<file path="src/rtl/pc_fetch.sv">
// ---------------------------------------------------------------------------
// pc_fetch -- program counter and instruction fetch sequencer.
//
// Each instruction takes three cycles: FETCH, then DECODE, then EXECUTE.
// The program memory is read combinationally at imem_addr. The word it
// returns is captured into ir on the edge that leaves FETCH. An upstream
// PC-select multiplexer builds pc_next from the pc_inc and jump_target
// outputs. pc_next is committed on the edge that leaves EXECUTE, and only
// when pc_load_en is high.
//
// Optional feature: define FETCH_STALL_EN to add the stall input. While
// stall is high in FETCH, DECODE or EXECUTE, stage, pc and ir are frozen and
// ir_valid is low. A stalled EXECUTE commits pc_next on the first edge where
// stall is low. stall has no effect in LOAD.
// ---------------------------------------------------------------------------
module pc_fetch (
    input  logic        clk,
    input  logic        rst,
    input  logic        load_done,
    input  logic [11:0] imem_data,
    input  logic [7:0]  pc_next,
    input  logic        pc_load_en,
`ifdef FETCH_STALL_EN
    input  logic        stall,
`endif
    output logic [7:0]  imem_addr,
    output logic [7:0]  pc,
    output logic [7:0]  pc_inc,
    output logic [7:0]  jump_target,
    output logic [11:0] ir,
    output logic        ir_valid,
    output logic [1:0]  stage
);

    // The encoding is visible on the stage port, so it is fixed here.
    typedef enum logic [1:0] {
        ST_LOAD    = 2'b00,
        ST_FETCH   = 2'b01,
        ST_DECODE  = 2'b10,
        ST_EXECUTE = 2'b11
    } state_t;

    state_t      r_state;
    logic [7:0]  r_pc;
    logic [11:0] r_ir;

    logic        w_hold;
    logic [7:0]  w_pc_inc;

`ifdef FETCH_STALL_EN
    // A stall freezes the instruction pipeline. It is ignored in LOAD so
    // that start-up cannot be blocked by it.
    assign w_hold = stall && (r_state != ST_LOAD);
`else
    assign w_hold = 1'b0;
`endif

    // The sum is 8 bits wide, so the carry out of bit 7 is dropped and
    // pc=255 gives pc_inc=0.
    assign w_pc_inc = r_pc + 8'd1;

    // Sequencer state, pc and ir, all updated together.
    always_ff @(posedge clk or posedge rst) begin
        if (rst) begin
            r_state <= ST_LOAD;
            r_pc    <= 8'h00;
            r_ir    <= 12'h000;
        end else if (!w_hold) begin
            case (r_state)
                ST_LOAD: begin
                    if (load_done) begin
                        r_state <= ST_FETCH;
                    end
                end
                ST_FETCH: begin
                    r_ir    <= imem_data;
                    r_state <= ST_DECODE;
                end
                ST_DECODE: begin
                    r_state <= ST_EXECUTE;
                end
                ST_EXECUTE: begin
                    if (pc_load_en) begin
                        r_pc <= pc_next;
                    end
                    r_state <= ST_FETCH;
                end
                default: begin
                    r_state <= ST_LOAD;
                end
            endcase
        end
    end

    // These outputs have zero-cycle latency from the registered pc and ir.
    assign pc          = r_pc;
    assign imem_addr   = r_pc;
    assign pc_inc      = w_pc_inc;
    assign ir          = r_ir;
    assign jump_target = r_ir[7:0];
    assign stage       = r_state;
    assign ir_valid    = (r_state == ST_DECODE) && !w_hold;

endmodule

</file>
<file path="config.mk">
export PLATFORM = sky130hd
export DESIGN_NAME = pc_fetch
export DESIGN_NICKNAME = d
export VERILOG_FILES = /design/src/rtl/pc_fetch.sv
export SDC_FILE = /design/constraint.sdc
export NUM_CORES = 1
export LEC_CHECK = 0
export CAP_MARGIN = 20
export CELL_PAD_IN_SITES_DETAIL_PLACEMENT = 1
export CELL_PAD_IN_SITES_GLOBAL_PLACEMENT = 1
export CORE_ASPECT_RATIO = 1.4
export CORE_MARGIN = 5
export CORE_UTILIZATION = 28
export CTS_CLUSTER_SIZE = 25
export DETAILED_ROUTE_END_ITERATION = 6
export PLACE_DENSITY_LB_ADDON = 0.05
export SKIP_CTS_REPAIR_TIMING = 1
export SYNTH_ARGS = -nofsm -noshare
export SYNTH_HDL_FRONTEND = slang
export SYNTH_SLANG_ARGS = --single-unit
</file>
<file path="constraint.sdc">
create_clock -name clk -period 2.6 [get_ports clk]
set_input_delay 0.78 -clock clk [delete_from_list [all_inputs] [get_ports clk]]
set_output_delay 0.78 -clock clk [all_outputs]
set_load 0.1 [all_outputs]
</file>
==> flow_summary.yaml <==
outcome:
  status: "complete, no violations"
worst_setup_path:
  critPathMaxFanout: 7
  crit_chain: "nand3_2, nor3_2, xor2_4, buf_12"
  critPathSlowestCell: "dfrtp_4"
  rrSetupSlack_ns: 1.03
  reg2reg_from: "stage[1]"
  worstReg2RegEnd: "ir[1]"
  crit_arrival_ns: 1.68
  max_stage_delay_ns: 0.49
  worst_ep_required_time_ns: 1.82
  reg2reg_depth: 3
  worstSetupEndpointType: "output pin"
  crit_path_start_kind: "flop"
  path_class: "reg -> out"
grt:
  grt_use_total: 0.109
  grt_overflow_total: 0
  grt_pass1_wl_um: 4760
  antenna_found_initial: 0
  grt_pass1_vias: 973
  grt_max_degree: 14
sta:
  final.period_utilization: 0.945
  hold_viol_final: 0
  drv_slew: 0
  tightest_slew_ns: 0.574
  tns_ns: 0
  relSlewSlack: 0.618
  finalClockSkew_ns: 0.00294
  setup_viol: 0
  finalCriticalPeriod_ns: 2.46
  rsz0062_at_grt: "false"
  fmax_mhz: 407
  fin_ws_ns: 0.142
power:
  p_total_uw: 1330
  peakVddDrop_mv: 0.415
  total_leakage_power_uw: 0.000846
  powerDensity_nw_per_um2: 703
clock_tree:
  clock_path_buffers: 2
  cts_root_buf: "clkbuf_8"
  cts_sinks: 22
  clk_pin_slew_worst_paths_ns: 0.08
  cts.htree.levels: 1
  numCtsBuffers: 3
  clock_latency_ns: 0.26
  cts_tree: "built"
floorplanning:
  die_h_um: 84.5
  dieArea_um2: 5340
  pin_count: 71
  fp.dieW_um: 63.2
  core_area_um2: 3880
  start_util: 0.285
  rows: 27
placement:
  pre_cts_slack_ns: 0.411
  io_buffer_count: 70
  dp_hpwl_um: 2440
  gp_congestion: 0.721
route:
  drt-total-wl_um: 2870
  drt-pass1-iter-count: 2
  viasPerCell: 4.45
  drc_errors: 0
  wl_per_cell_um: 15.2
  drt_iter0_markers: 13
  vias: 841
  antenna_left: 0
yosys:
  ys_seq_elements: 22
  ys_types: 16
  synth_cells: 88
  ys_seq_area_frac: 0.497
  synthesis.area_um2: 1110
  syn-num-nets: 117
  avgSynthCellArea_um2: 12.6
  yosys_warnings: 0
layout:
  drive_above_1_share: 0.596
  layout_commonest_cell: "buf_4"
  areaGrowthSynthToFinish_pct: 70.4
  nNetsFinal: 176
  final_util: 0.486
  nFillCells: 398
  n_antenna_cell: 0
  layout_common_cells: "41 x buf_4, 23 x clkdlybuf4s50_1, 20 x mux2_2, 15 x dfrtp_1, 7 x buf_12"
worst_hold_path:
  hp-class: "reg -> reg"
  whs_endpoint: "ir[8]"
  min_path_cells: 1
  hp-start: "ir[8]"
run:
  maxCapViolCount: 0
==> critical path: cells and delay by family, from the launching register on <==
family	cells	cell delay (ns)
simple gates	2	0.55
flops	1	0.49
xor+xnor	1	0.19
buf+inv	1	0.19
==> worst max-delay path by stage <==
stage                       startpoint         to  depth (start not counted)
final                     imem_addr[2]  pc_inc[7]                          4
after global routing      imem_addr[2]  pc_inc[7]                          4
after CTS                 imem_addr[2]  pc_inc[7]                          4
after detailed placement  imem_addr[0]  pc_inc[4]                          4
after global placement    imem_addr[2]  pc_inc[7]                          4
after floorplan           imem_addr[1]  pc_inc[4]                          3
==> layout make-up <==
| class | count | area (µm²) | share of cell area |
|---|---|---|---|
| repair buffers | 71 | 678 | 0.359 |
| flip-flops and latches | 22 | 567 | 0.300 |
| multi-input cells | 45 | 531 | 0.281 |
| well taps | 43 | 53.8 | 0.0285 |
| clock buffers | 4 | 45.0 | 0.0238 |
| inverters | 4 | 15.0 | 0.00795 |
==> layer usage <==
metal / vias up / part of all wire / wire length, µm / track usage
met4: 0 / 0.0073 / 21 / 0.0340
met2: 39 / 0.58 / 1670 / 0.207
met3: 2 / 0.080 / 228 / 0.0335
met1: 409 / 0.33 / 942 / 0.112
li1: 391 / - / - / -
met5: - / 0 / 0 / 0
==> flip-flops by register name, indices dropped and copies added (netlist names) <==
register and flops:
imem_addr 8, stage 2, ir 12
==> synthesized netlist by cell type <==
cell / count / area (µm²)
dfrtp_1: 22 / 551
mux2_2: 20 / 225
buf_4: 17 / 128
ha_1: 5 / 62.6
inv_1: 4 / 15.0
nand2_1: 4 / 15.0
xnor2_1: 3 / 26.3
xor2_1: 3 / 26.3
nand3_1: 2 / 10.0
nor2_1: 2 / 7.51
a21oi_1: 1 / 5.00
and3_1: 1 / 6.26
nand2b_1: 1 / 6.26
nand3_2: 1 / 10.0
nor3_2: 1 / 10.0
o21ai_0: 1 / 5.00
==> cells by family after synthesis <==
family / Yosys count / synth area share
AO/OA/AOI/OAI: 2 / 0.00902
XOR/XNOR: 6 / 0.0474
adder cells (fa/ha/maj): 5 / 0.0564
buffers and inverters: 21 / 0.129
flip-flops: 22 / 0.497
multiplexers: 20 / 0.203
AND/OR/NAND/NOR: 12 / 0.0587
==> per-stage QoR <==
| step | std cells | hold WS [ns] | area, µm² |
|---|---|---|---|
| finish | 189 | 0.519 | 1890 |
| floorplan | 88 | 0.769 | 1240 |
| detailed placement | 185 | 0.500 | 1840 |
| global route | 189 | 0.547 | 1890 |
| global placement | 185 | 0.496 | 1840 |
| CTS | 189 | 0.521 | 1890 |
==> report_power, final <==
group	switching [µW]	total, µW	internal, µW
logic	513	707	194
clock network	107	216	109
registers	36.8	405	368
(Power assumes the default switching activity.)
